### config.mk
export PLATFORM = sky130hd
export DESIGN_NAME = mem_wb_stage
export DESIGN_NICKNAME = d
export VERILOG_FILES = /design/src/rtl/mem_wb_stage_pkg.sv /design/src/rtl/mem_wb_register.sv /design/src/rtl/mem_wb_stage.sv
export SDC_FILE = /design/constraint.sdc
export NUM_CORES = 1
export LEC_CHECK = 0
export CORE_MARGIN = 2
export CORE_UTILIZATION = 46
export DETAILED_ROUTE_END_ITERATION = 10
export GPL_TIMING_DRIVEN = 0
export PLACE_DENSITY_LB_ADDON = 0.1
export SETUP_SLACK_MARGIN = 0.5
export SLEW_MARGIN = 20
export SYNTH_ARGS = -nofsm -noshare
export SYNTH_HDL_FRONTEND = slang
export SYNTH_SLANG_ARGS = --single-unit
export TNS_END_PERCENT = 100
### constraint.sdc
create_clock -name clock -period 5.2 [get_ports clock]
set_input_delay 1.04 -clock clock [delete_from_list [all_inputs] [get_ports clock]]
set_output_delay 1.04 -clock clock [all_outputs]
set_load 0.01 [all_outputs]
### src/rtl/mem_wb_stage_pkg.sv
// Shared pipeline definitions for the MEM stage and the MEM/WB register.
package mem_wb_stage_pkg;
    localparam int DATA_W = 32;
    localparam int REG_W  = 5;

    typedef enum logic {
        IDLE = 1'b0,
        WAIT = 1'b1
    } state_t;

    typedef struct packed {
        logic mem_to_reg;
        logic reg_write;
    } wb_ctrl_t;

    localparam wb_ctrl_t BUBBLE_CTRL = '{mem_to_reg: 1'b0, reg_write: 1'b0};
endpackage

### src/rtl/mem_wb_register.sv
// MEM/WB pipeline register; a bubble clears control and data so WB sees a clean no-op.
module mem_wb_register
    import mem_wb_stage_pkg::*;
(
    input  logic              clock,
    input  logic              reset,
    input  logic              bubble,
    input  logic              mem_to_reg_in,
    input  logic              reg_write_in,
    input  logic [DATA_W-1:0] read_data_in,
    input  logic [DATA_W-1:0] alu_result_in,
    input  logic [REG_W-1:0]  reg_rd_in,
    output logic              mem_to_reg_out,
    output logic              reg_write_out,
    output logic [DATA_W-1:0] read_data_out,
    output logic [DATA_W-1:0] alu_result_out,
    output logic [REG_W-1:0]  reg_rd_out
);
    always_ff @(negedge clock or negedge reset) begin
        if (!reset) begin
            mem_to_reg_out <= 1'b0;
            reg_write_out  <= 1'b0;
            read_data_out  <= '0;
            alu_result_out <= '0;
            reg_rd_out     <= '0;
        end else if (bubble) begin
            mem_to_reg_out <= BUBBLE_CTRL.mem_to_reg;
            reg_write_out  <= BUBBLE_CTRL.reg_write;
            read_data_out  <= '0;
            alu_result_out <= '0;
            reg_rd_out     <= '0;
        end else begin
            mem_to_reg_out <= mem_to_reg_in;
            reg_write_out  <= reg_write_in;
            read_data_out  <= read_data_in;
            alu_result_out <= alu_result_in;
            reg_rd_out     <= reg_rd_in;
        end
    end
endmodule

### src/rtl/mem_wb_stage.sv
// MEM stage: data memory req/ack access with timeout abort, beq resolve, MEM/WB register.
module mem_wb_stage
    import mem_wb_stage_pkg::*;
#(
    parameter int TIMEOUT_CYCLES = 16,
    parameter int ADDR_W         = 32
) (
    input  logic              clock,
    input  logic              reset,
    input  logic              mem_to_reg_in,
    input  logic              reg_write_in,
    input  logic              mem_read_in,
    input  logic              mem_write_in,
    input  logic              beq_instruction_in,
    input  logic              flag_beq_in,
    input  logic [DATA_W-1:0] alu_result_in,
    input  logic [DATA_W-1:0] mux2_result_in,
    input  logic [REG_W-1:0]  reg_rd_in,
    output logic              mem_req,
    output logic              mem_we,
    output logic [ADDR_W-1:0] mem_addr,
    output logic [DATA_W-1:0] mem_wdata,
    input  logic [DATA_W-1:0] mem_rdata,
    input  logic              mem_ack,
    output logic              stall_out,
    output logic              pc_src_out,
    output logic              mem_error,
    output logic              mem_to_reg_out,
    output logic              reg_write_out,
    output logic [DATA_W-1:0] read_data_out,
    output logic [DATA_W-1:0] alu_result_out,
    output logic [REG_W-1:0]  reg_rd_out
);
    localparam int CNT_W = $clog2(TIMEOUT_CYCLES);
    localparam logic [CNT_W-1:0] LAST = CNT_W'(TIMEOUT_CYCLES - 1);

    state_t            state, state_n;
    logic [CNT_W-1:0]  cnt, cnt_n;
    logic              req_n, we_n, err_n;
    logic [ADDR_W-1:0] addr_n;
    logic [DATA_W-1:0] wdata_n;
    wb_ctrl_t          lat_ctrl, lat_ctrl_n;
    logic [DATA_W-1:0] lat_alu, lat_alu_n;
    logic [REG_W-1:0]  lat_rd, lat_rd_n;

    logic              access, legal, bubble;
    logic              wb_mtr, wb_rw;
    logic [DATA_W-1:0] wb_rdata, wb_alu;
    logic [REG_W-1:0]  wb_rd;

    assign access     = mem_read_in | mem_write_in;
    assign legal      = (alu_result_in[1:0] == 2'b00) && !(mem_read_in && mem_write_in);
    assign pc_src_out = beq_instruction_in & flag_beq_in;

    always_ff @(negedge clock or negedge reset) begin
        if (!reset) begin
            state     <= IDLE;
            cnt       <= '0;
            mem_req   <= 1'b0;
            mem_we    <= 1'b0;
            mem_addr  <= '0;
            mem_wdata <= '0;
            mem_error <= 1'b0;
            lat_ctrl  <= BUBBLE_CTRL;
            lat_alu   <= '0;
            lat_rd    <= '0;
        end else begin
            state     <= state_n;
            cnt       <= cnt_n;
            mem_req   <= req_n;
            mem_we    <= we_n;
            mem_addr  <= addr_n;
            mem_wdata <= wdata_n;
            mem_error <= err_n;
            lat_ctrl  <= lat_ctrl_n;
            lat_alu   <= lat_alu_n;
            lat_rd    <= lat_rd_n;
        end
    end

    always_comb begin
        state_n    = state;
        cnt_n      = cnt;
        req_n      = mem_req;
        we_n       = mem_we;
        addr_n     = mem_addr;
        wdata_n    = mem_wdata;
        err_n      = mem_error;
        lat_ctrl_n = lat_ctrl;
        lat_alu_n  = lat_alu;
        lat_rd_n   = lat_rd;
        stall_out  = 1'b0;
        bubble     = 1'b1;
        wb_mtr     = mem_to_reg_in;
        wb_rw      = reg_write_in;
        wb_rdata   = '0;
        wb_alu     = alu_result_in;
        wb_rd      = reg_rd_in;
        case (state)
            IDLE: begin
                if (!access) begin
                    bubble = 1'b0;
                end else if (!legal) begin
                    err_n = 1'b1;
                end else begin
                    stall_out  = 1'b1;
                    state_n    = WAIT;
                    cnt_n      = '0;
                    req_n      = 1'b1;
                    we_n       = mem_write_in;
                    addr_n     = ADDR_W'(alu_result_in);
                    wdata_n    = mux2_result_in;
                    lat_ctrl_n = '{mem_to_reg: mem_to_reg_in, reg_write: reg_write_in};
                    lat_alu_n  = alu_result_in;
                    lat_rd_n   = reg_rd_in;
                end
            end
            WAIT: begin
                // ack on the final timeout cycle still completes the access
                if (mem_ack) begin
                    bubble   = 1'b0;
                    wb_mtr   = lat_ctrl.mem_to_reg;
                    wb_rw    = lat_ctrl.reg_write;
                    wb_rdata = mem_we ? '0 : mem_rdata;
                    wb_alu   = lat_alu;
                    wb_rd    = lat_rd;
                    req_n    = 1'b0;
                    state_n  = IDLE;
                end else if (cnt == LAST) begin
                    req_n   = 1'b0;
                    err_n   = 1'b1;
                    state_n = IDLE;
                end else begin
                    stall_out = 1'b1;
                    cnt_n     = cnt + CNT_W'(1);
                end
            end
            default: state_n = IDLE;
        endcase
    end

    mem_wb_register u_mem_wb (
        .clock          (clock),
        .reset          (reset),
        .bubble         (bubble),
        .mem_to_reg_in  (wb_mtr),
        .reg_write_in   (wb_rw),
        .read_data_in   (wb_rdata),
        .alu_result_in  (wb_alu),
        .reg_rd_in      (wb_rd),
        .mem_to_reg_out (mem_to_reg_out),
        .reg_write_out  (reg_write_out),
        .read_data_out  (read_data_out),
        .alu_result_out (alu_result_out),
        .reg_rd_out     (reg_rd_out)
    );
endmodule

After elaboration in Yosys (flattened, before gate mapping)
Cells that the tools add are included.
- output and inout bits: 140
- register bits: 150
- input port bits: 110
- word-level logic and storage cells: 74
- reductions and logical operators: 8
- bitwise operators: 3
- add/subtract/negate cells: 1
- eq/ne operators: 8
- mux-type cells: 39
- operator list (operator ; count):
    $mux W32 ; 7
    $mux W1 ; 20
    $mux W4 ; 4
    $mux W5 ; 3
    $ne A2 B2 Y1 const B ; 5
    $pmux W1 S2 ; 4
    $pmux W4 S2 ; 1
    $reduce_and A4 Y1 ; 2
    $reduce_and A3 Y1 ; 2
    $add A4 B1 Y4 const B ; 1
    $eq A4 B4 Y1 const B ; 1
    $ne A3 B2 Y1 const B ; 1
    $logic_and A1 B1 Y1 ; 2
    $logic_not A2 Y1 ; 1
    $ne A2 B1 Y1 const B ; 1
    $and A1 B1 Y1 ; 1
    $logic_not A1 Y1 ; 1
    $not A1 Y1 ; 1
    $or A1 B1 Y1 ; 1

Depth between registers and ports, before layout
Gate-level depths: netlist of the first run.
- depth after elaboration: 6
- mapped depth: 7
- gate-level depth less buffers: 4

Modules after synthesis
Synthesis of the first run repeated with hierarchy kept, for this count alone.
- cells, all modules: 424
- area total of the unflattened synthesis: 6034.5 um2
- modules (own cells, without submodules) (module ; times used ; seq. area each (um2) ; cells an instance ; area an instance (um2)):
    mem_wb_stage ; 1 ; 1976.9 ; 275 ; 3778.6
    mem_wb_register ; 1 ; 1776.7 ; 149 ; 2255.9

==> results by group, run 1 <==
Logic synthesis
  • Post-synthesis mux area share: 16.9%
  • Yosys reg bits: 150
  • Register area share after synthesis: 64.9%
  • Simple-gate share of the synthesized area: 10.5%
  • Unique masters post-synth: 28
  • Syn avg cell area: 13.4 sq um
  • Synth Area in Adders: 0.216%
  • Cells after Synth: 433
  • Mapped Area: 5780 sq um
  • Largest family of logic cells by synthesized area: multiplexers
  • Compound-gate portion of the synthesized area: 4.61%
  • Ys Warns: 0
  • Synth Area in XOR/XNOR: 0.151%
  • Syn Nets: 544

Power and ir drop
  • Maximum VDD drop: 0.243 mV
  • Pwr Density: 393 nW/um^2
  • Cell Int Power: 2.77 mW
  • Power share of the clock group: 33.6%
  • Switching Share: 26.0%
  • Combinational Power Share: 26.1%
  • Pleak: 4.89 nW
  • Net load switching power: 0.976 mW
  • Part of the power in registers: 40.3%

Global route
  • Pin count of the biggest net entering global routing: 81
  • Initial antenna violation count: 0
  • Total Routing Usage GR: 24.2%
  • First-pass GRT wire length: 24.4 mm
  • Grt ovf: 0
  • Number of global-route vias before repair: 4728

Status
  • Status: completed

Critical path
  • Crit path DAT: 4060 ps
  • Critical path, cell by cell: ha_4, and3_4, o22ai_4, buf_6
  • CP Capture Type: output pin
  • Startpoint Class: flip-flop
  • Worst Path Class, Setup: flip-flop to output pin
  • WP data required: 4160 ps
  • CP max FO: 5
  • CP max stage delay: 460 ps
  • Buffers & Inverters on Critical Path: 1
  • Slowest-stage cell, CP: dfrtn_1
  • CP delay by family, top: flip-flops

Finish
  • Area Growth Syn to Fin: 65.0%
  • Final Cell Area: 9540 sq um
  • Layout net count: 859
  • ANT cells: 0
  • Share of layout cells above drive strength 1: 36.3%

Timing
  • Setup Viol. Count Final: 0
  • Fin. Hold Viols: 0
  • RSZ-0062 raised after global routing: true
  • Worst hold slack: 409 ps
  • Post-Route Skew: 3.78 ps
  • Max_slew headroom: 64.3%
  • Slew at the pin closest to its max-slew limit: 536 ps
  • Final slew viol count: 0

Floorplanning
  • Die X: 116 um
  • # rows: 40
  • Die H: 116 um
  • CORE AREA: 12200 sq um
  • Die Area: 13500 sq um
  • Initial Util: 47.6%
  • Ports: 250

Route
  • Drt first-iter violations: 319
  • WL final: 16.9 mm
  • Via density: 4.93
  • Antenna-violating nets left: 0
  • DR WL/cell: 18.2 um
  • DRC: 0
  • Via Count: 4584
  • DRT Pass-1 Iters: 6

Clock network
  • Insertion delay to the later sink of the worst-skew pair: 390 ps
  • Root Driver: clkbuf_16
  • CTS Buffer Depth: 2
  • Clock Sinks: 150
  • H-tree depth: 4
  • Worst-path clk slew: 40 ps
  • Inserted Clock Buffers: 17
  • Hold Buf Count CTS: 0
  • CTS tree: yes

Placed design
  • Post-DP Area: 8520 sq um
  • GP Congestion: 0.769
  • PortBufs: 249
  • Final HPWL DP: 10.9 mm

Run
  • Number of max-cap violations: 0

Hold path
  • Worst hold path class: flip-flop to flip-flop
==> state kept, by name, summed over array words and instances (netlist names), 2 cells and up <==
name                     cells
cnt                          4
lat_rd                       5
mem_wdata                   32
u_mem_wb.reg_rd_out          5
u_mem_wb.alu_result_out     32
lat_ctrl                     2
u_mem_wb.read_data_out      32
lat_alu                     32
==> synthesized netlist by cell type <==
cell	count	area, sq um
or2_1	1	6.26
and3_1	1	6.26
or3_1	1	6.26
a21oi_1	41	205
nor3_1	1	5.00
o21a_1	1	7.51
a32o_1	2	20.0
xnor2_1	1	8.76
mux2_2	26	293
ha_1	1	12.5
nand2_1	82	308
o21ai_0	1	5.00
a2111oi_0	1	8.76
mux2i_1	1	10.0
mux2_4	45	676
and2_1	36	225
nor2_1	3	11.3
inv_1	3	11.3
nand3_1	3	15.0
dfrtn_1	150	3750
nand2b_1	2	12.5
clkbuf_1	14	52.6
buf_1	1	3.75
o22ai_1	2	12.5
buf_2	4	20.0
buf_6	6	67.6
nor2b_1	2	12.5
a21o_1	1	7.51
==> cells in the final DEF, fill, tap and decap left out, types with 4 or more instances in the layout <==
master,netlist,layout
dfrtn_1,150,150
clkbuf_16,0,23
clkdlybuf4s15_1,0,27
buf_12,0,8
clkdlybuf4s15_2,0,29
a21oi_1,41,41
nand2_1,82,81
mux2_2,26,26
clkbuf_2,0,36
buf_2,4,37
clkbuf_1,14,9
mux2_4,45,45
clkbuf_8,0,5
dlymetal6s2s_1,0,14
and2_1,36,36
clkdlybuf4s50_1,0,104
buf_6,6,4
buf_4,0,39
==> power groups by stage <==
stage | clock network [mW] | registers [mW] | logic (mW)
2_1_floorplan | 0 | 1.60 | 0.307
3_3_place_gp | 0 | 1.52 | 0.912
3_5_place_dp | 0 | 1.54 | 0.932
4_1_cts | 1.28 | 1.51 | 0.948
5_1_grt | 1.32 | 1.53 | 1.05
6_report | 1.26 | 1.51 | 0.980
==> layout make-up <==
class,instances,area (sq um)
sequential,150,3750
timing repair buffer,296,2770
fill,763,2620
multi-input combinational,255,1940
clock buffer,24,492
buffer,25,250
tap,168,210
clock inverter,8,120
inverter,3,11.3
==> logic make-up (layout without fill, tap and decap cells) <==
logic type,after synthesis,after routing
buffers and inverters,28,356
and+or+nand+nor,132,132
xor gates and xnor gates,1,1
DFF,150,150
muxes,72,72
adders and majority gates,1,1
AOI/OAI and AO/OA,49,49
==> final timing paths <==
check / startpoint / endpoint / slack [ps] / cells past startpoint
worst max-delay path: cnt[1] / stall_out / 100 / 4
worst min-delay path: mem_error / mem_error / 410 / 1
worst max register to register: state / lat_alu[17] / 3320 / 6
worst min register to register: mem_error / mem_error / 410 / 1
max in group asynchronous: reset / u_mem_wb.read_data_out[27] / 1310 / 2
min in group asynchronous: reset / mem_wdata[5] / 3080 / 1
==> metal layers <==
layer	track usage [%]	wire length, um	up-vias
met5	0	0	-
met4	9.37	403	0
met3	9.81	1600	34
met2	41.9	8640	222
met1	26.6	6270	2246
li1	-	-	2082
==> stage by stage <==
stage | setup WS, ps | std cells | total power, mW | util (%) | setup TNS (ps)
after floorplan | 228 | 433 | 1.91 | - | 0
after global placement | -5160 | 850 | 2.43 | 69.8 | -803090
after detailed placement | -339 | 851 | 2.47 | 70.0 | -32760
after CTS | 76.1 | 907 | 3.74 | 77.7 | 0
after global routing | 65.8 | 929 | 3.91 | 78.5 | 0
final | 98.3 | 929 | 3.75 | 78.5 | 0
==> what timing repair did <==
action,CTS,global route
hold endpoints to repair,0,0
pin swaps,4,5
cloned,2,6
setup buffers,22,16
resized for setup,377,90
endpoints found under the setup margin,284,152
No activity file was read; power rests on OpenSTA's default activity.
==> inputs of run 2 (changes only) <==
--- a/config.mk
+++ b/config.mk
@@ -6,7 +6,7 @@
 export NUM_CORES = 1
 export LEC_CHECK = 0
 export CORE_MARGIN = 2
-export CORE_UTILIZATION = 46
+export CORE_UTILIZATION = 38
 export DETAILED_ROUTE_END_ITERATION = 10
 export GPL_TIMING_DRIVEN = 0
 export PLACE_DENSITY_LB_ADDON = 0.1
==> constraint.sdc (replaced) <==
create_clock -name clock -period 4.3 [get_ports clock]
set_input_delay 0.86 -clock clock [delete_from_list [all_inputs] [get_ports clock]]
set_output_delay 0.86 -clock clock [all_outputs]
set_load 0.01 [all_outputs]
==> results by group, run 2 (synthesis results as in run 1) <==
Timing
  • Post-Route Skew: 5.72 ps (+1.94 ps)
  • RSZ-0062 raised after global routing: true
  • Min setup slack post-route: -140 ps (-239 ps)
  • Setup Viol. Count Final: 51 (+51)
  • Fin. Hold Viols: 0 (unchanged)
  • Slew at the pin closest to its max-slew limit: 518 ps (-17.1 ps)
  • Setup TNS: -3970 ps (-3970 ps)
  • Final slew viol count: 0 (unchanged)
  • Max_slew headroom: 65.4% (+1.1 points)

Power and ir drop
  • Part of the power in registers: 41.2% (+0.9 points)
  • Pwr Density: 480 nW/um^2 (+22%)
  • Power share of the clock group: 31.7% (-1.9 points)
  • Maximum VDD drop: 0.256 mV (+5.6%)
  • Net load switching power: 1.17 mW (+20%)
  • Cell Int Power: 3.27 mW (+18%)
  • Switching Share: 26.3% (+0.28 points)
  • Combinational Power Share: 27.1% (+1.0 points)
  • Design Power: 4.44 mW (+18%)
  • Pleak: 4.66 nW (-4.9%)

Placed design
  • GP Congestion: 0.753 (-2.1%)
  • PortBufs: 249 (unchanged)
  • Final HPWL DP: 10.4 mm (-4.0%)
  • Post-DP Area: 8570 sq um (+0.66%)

Global route
  • Total Routing Usage GR: 19.4% (-4.7 points)
  • Initial antenna violation count: 1 (+1)
  • First-pass GRT wire length: 24.5 mm (+0.71%)
  • Grt ovf: 0 (unchanged)
  • Pin count of the biggest net entering global routing: 98 (+21%)
  • Number of global-route vias before repair: 4756 (+0.59%)

Route
  • DRT Pass-1 Iters: 4 (-2)
  • Via density: 4.64 (-5.9%)
  • Via Count: 4416 (-3.7%)
  • DRC: 0 (unchanged)
  • Drt first-iter violations: 131 (-59%)
  • Antenna-violating nets left: 0 (unchanged)
  • WL final: 15.4 mm (-9.2%)
  • DR WL/cell: 16.1 um (-11%)

Clock network
  • Inserted Clock Buffers: 17 (unchanged)
  • Insertion delay to the later sink of the worst-skew pair: 390 ps (about the same)
  • Worst-path clk slew: 40 ps (about the same)
  • Root Driver: clkbuf_16
  • H-tree depth: 4 (unchanged)
  • CTS tree: yes
  • Hold Buf Count CTS: 0 (unchanged)
  • CTS Buffer Depth: 2 (unchanged)
  • Clock Sinks: 150 (unchanged)

Finish
  • Commonest non-fill, non-tap cell in the layout: dfrtn_1
  • Area Growth Syn to Fin: 59.7%
  • Layout net count: 861 (+0.23%)
  • Commonest non-fill, non-tap cells in the layout: dfrtn_1 (150), clkdlybuf4s50_1 (104), buf_2 (86), nand2_1 (81), buf_6 (62)
  • Filler cells: 1253 (+64%)
  • Final Cell Area: 9240 sq um (-3.2%)
  • Share of layout cells above drive strength 1: 41.6% (+5.3 points)

Floorplanning
  • CORE AREA: 15000 sq um (+24%)
  • Die Area: 16200 sq um (+20%)
  • # rows: 45 (+13%)
  • Ports: 250 (unchanged)
  • Die H: 127 um (+9.7%)
  • Die X: 127 um (+9.7%)
  • Initial Util: 38.5% (-9.1 points)

Critical path
  • Critical path, cell by cell: or3_4, o22ai_4, buf_6
  • Startpoint Class: flip-flop
  • Buffers & Inverters on Critical Path: 1 (unchanged)
  • WP data required: 3440 ps (-720 ps)
  • CP max stage delay: 360 ps (-100 ps)
  • Slowest-stage cell, CP: dfrtn_1
  • CP delay by family, top: flip-flops
  • Worst Path Class, Setup: flip-flop to output pin
  • CP Capture Type: output pin
  • Crit path DAT: 3580 ps (-480 ps)
  • CP max FO: 2 (-3)

Hold path
  • Worst hold path class: flip-flop to flip-flop

Run
  • Number of max-cap violations: 0 (unchanged)

Status
  • Failing checks: negative setup slack
  • Status: finished with violations
## run 2: power by group through the flow
stage | Combinational [mW] | Clock (mW) | Sequential [mW]
after floorplan | 0.377 | 0 | 1.94
after global placement | 1.11 | 0 | 1.84
after detailed placement | 1.13 | 0 | 1.86
after CTS | 1.18 | 1.44 | 1.82
after global routing | 1.30 | 1.49 | 1.86
final | 1.20 | 1.40 | 1.83
## run 2: final timing paths
kind	start	to	slack, ps	cells past startpoint
setup / recovery	state	stall_out	-140	3
hold / removal	mem_wdata[28]	mem_wdata[28]	450	1
setup reg to reg	state	mem_wdata[7]	2490	5
hold reg to reg	mem_wdata[28]	mem_wdata[28]	450	1
max in group asynchronous	reset	u_mem_wb.alu_result_out[14]	1040	2
min in group asynchronous	reset	mem_wdata[5]	2410	1
## run 2: repair_timing
item	CTS	global route
pin swaps	4	2
hold endpoints to repair	0	0
gates cloned	0	0
endpoints found under the setup margin	289	236
setup buffers	47	1
resized for setup	622	21
## run 2: worst register-to-register path, cell delays in order, from the launching register on
cell	delay, ps
dfrtn_1	360
or3_4	350
or2_1	280
buf_6	180
buf_6	170
mux2_4	310
## run 2: per-stage QoR
| step | worst slack [ps] | utilization (%) | hold WS [ps] | std cells |
|---|---|---|---|---|
| global route | -176 | 61.4 | 461 | 950 |
| floorplan | -42.4 | - | 425 | 433 |
| CTS | -154 | 60.5 | 449 | 949 |
| global placement | -5510 | 56.8 | 404 | 870 |
| detailed placement | -642 | 57.0 | 408 | 871 |
| finish | -140 | 61.4 | 447 | 951 |
## run 2: area by class of cell
cell class | count | area, sq um | share of cell area (%)
Sequential cell | 150 | 3750 | 40.6
Timing Repair Buffer | 298 | 2520 | 27.3
Multi-Input combinational cell | 255 | 1940 | 21.1
Clock buffer | 24 | 492 | 5.32
Tap cell | 188 | 235 | 2.55
Buffer | 25 | 208 | 2.25
Clock inverter | 7 | 71.3 | 0.772
Inverter | 3 | 11.3 | 0.122
Antenna cell | 1 | 2.50 | 0.0271
## run 2: routing by layer
layer	vias to the layer above	wire, um	GRT usage (%)
met2	187	7620	32.1
li1	2068	-	-
met3	13	1610	8.08
met4	0	192	6.01
met5	-	0	0
met1	2148	5930	23.2
==> inputs of run 3 (changes only) <==
--- a/config.mk
+++ b/config.mk
@@ -10,7 +10,7 @@
 export DETAILED_ROUTE_END_ITERATION = 10
 export GPL_TIMING_DRIVEN = 0
 export PLACE_DENSITY_LB_ADDON = 0.1
-export SETUP_SLACK_MARGIN = 0.5
+export SKIP_CTS_REPAIR_TIMING = 1
 export SLEW_MARGIN = 20
 export SYNTH_ARGS = -nofsm -noshare
 export SYNTH_HDL_FRONTEND = slang
==> results by group, run 3 (synthesis results as in run 1) <==
Power and ir drop
  • Pwr Density: 459 nW/um^2 (-4.4%)
  • Pleak: 6.13 nW (+32%)
  • Maximum VDD drop: 0.270 mV (+5.4%)

Placed design
  • Final HPWL DP: 10.3 mm (-0.70%)
  • PortBufs: 249 (unchanged)
  • Placed Instances: 871 (unchanged)
  • GP Congestion: 0.739 (-1.9%)
  • Post-DP Area: 8540 sq um (-0.36%)

Critical path
  • R2R Setup Slk: 2510 ps (+20 ps)
  • Slowest-stage cell, CP: dfrtn_1
  • CP delay by family, top: flip-flops
  • Worst Path Class, Setup: flip-flop to output pin
  • Critical path, cell by cell: ha_4, and3_4, o22ai_4, buf_6
  • Startpoint Class: flip-flop
  • WP data required: 3440 ps (about the same)
  • Buffers & Inverters on Critical Path: 1 (unchanged)
  • Crit path DAT: 3610 ps (+30 ps)
  • CP max stage delay: 480 ps (+120 ps)
  • CP max FO: 5 (+3)
  • CP Capture Type: output pin

Route
  • DR WL/cell: 16.5 um (+1.9%)
  • Drt first-iter violations: 181 (+38%)
  • Via density: 4.67 (+0.49%)
  • DRC: 0 (unchanged)
  • WL final: 14.9 mm (-3.0%)
  • Via Count: 4223 (-4.4%)
  • Antenna-violating nets left: 0 (unchanged)
  • DRT Pass-1 Iters: 4 (unchanged)

Global route
  • Grt ovf: 0 (unchanged)
  • First-pass GRT wire length: 23.5 mm (-4.3%)
  • Initial antenna violation count: 2 (+1)
  • Number of global-route vias before repair: 4420 (-7.1%)
  • Total Routing Usage GR: 18.7% (-0.69 points)
  • Pin count of the biggest net entering global routing: 85 (-13%)

Finish
  • Final Cell Area: 9590 sq um (+3.9%)
  • Final Non-Filler Cells: 905 (-4.8%)
  • Area Growth Syn to Fin: 65.9%
  • Commonest non-fill, non-tap cells in the layout: dfrtn_1 (150), dlymetal6s2s_1 (142), clkdlybuf4s50_1 (105), nand2_1 (81), mux2_4 (45)
  • Layout net count: 814 (-5.5%)
  • Share of layout cells above drive strength 1: 18.6% (-23 points)
  • Commonest non-fill, non-tap cell in the layout: dfrtn_1

Clock network
  • Clock Sinks: 150 (unchanged)
  • CTS tree: yes
  • Inserted Clock Buffers: 17 (unchanged)
  • H-tree depth: 4 (unchanged)
  • Worst-path clk slew: 40 ps (about the same)
  • Root Driver: clkbuf_16
  • CTS Buffer Depth: 2 (unchanged)
  • Insertion delay to the later sink of the worst-skew pair: 390 ps (about the same)

Floorplanning
  • Initial Util: 38.5% (unchanged)
  • Die Area: 16200 sq um (unchanged)
  • Ports: 250 (unchanged)
  • Die X: 127 um (unchanged)
  • CORE AREA: 15000 sq um (unchanged)
  • Die H: 127 um (unchanged)
  • # rows: 45 (unchanged)

Status
  • Failing checks: negative setup slack
  • Status: finished with violations

Hold path
  • Worst hold path class: flip-flop to flip-flop

Timing
  • Setup Viol. Count Final: 1 (-98%)
  • Max_slew headroom: 65.3% (-0.12 points)
  • Fin. Hold Viols: 0 (unchanged)
  • Min setup slack post-route: -169 ps (-28.9 ps)
  • Slew at the pin closest to its max-slew limit: 520 ps (+1.80 ps)
  • Post-Route Skew: 6.02 ps (+0.301 ps)
  • RSZ-0062 raised after global routing: true
  • Final slew viol count: 0 (unchanged)

Run
  • Number of max-cap violations: 0 (unchanged)
==> run 3: changes by cell type in the layout (fill, tap and decap cells not counted), sizes merged <==
cell / change
dlygate4sd2: -4
buf: -184
clkdlybuf4s50: +1
dlymetal6s2s: +142
clkbuf: -6
bufinv: +2
clkinv: +3
==> run 3: worst paths after layout <==
kind,startpoint,endpoint,cells after the start
setup / recovery,cnt[1],stall_out,4
hold / removal,mem_error,mem_error,1
setup reg to reg,state,mem_wdata[23],5
hold reg to reg,mem_error,mem_error,1
max in group asynchronous,reset,u_mem_wb.read_data_out[28],2
min in group asynchronous,reset,mem_wdata[14],1
==> run 3: area by class of cell <==
cell class	instances	area (sq um)
fill	1151	5440
clock buffer	20	447
multi-input combinational	255	1930
inverter	3	11.3
sequential	150	3750
timing repair buffer	252	2900
buffer	24	163
tap	188	235
antenna	1	2.50
clock inverter	12	154
==> run 3: per-layer routing <==
layer | up-vias | share of wire, % | wire length, um | track usage, %
met2 | 168 | 47 | 7060 | 28.8
met1 | 2067 | 41 | 6110 | 23.2
met5 | - | 0.087 | 13 | 0
met4 | 2 | 0.71 | 105 | 5.37
li1 | 1973 | - | - | -
met3 | 13 | 11 | 1600 | 9.59
==> run 3: through the flow <==
step                      TNS (ps)  hold slack (ps)  util, %  worst slack, ps  total power [mW]
after floorplan              -1830              425        -            -42.4              2.31
after global placement     -906830              403     56.6            -5530              2.95
after detailed placement    -79940              408     56.8             -691              2.98
after CTS                   -33640              408     60.8             -823              4.49
after global routing          -498              418     63.8             -234              4.63
final                         -169              402     63.8             -169              4.41
==> run 3: report_power, final <==
| group | internal (mW) | leakage [nW] | switching (mW) |
|---|---|---|---|
| logic | 0.668 | 3.93 | 0.409 |
| clock network | 0.927 | 0.286 | 0.574 |
| registers | 1.68 | 1.91 | 0.146 |
| total | 3.28 | 6.13 | 1.13 |
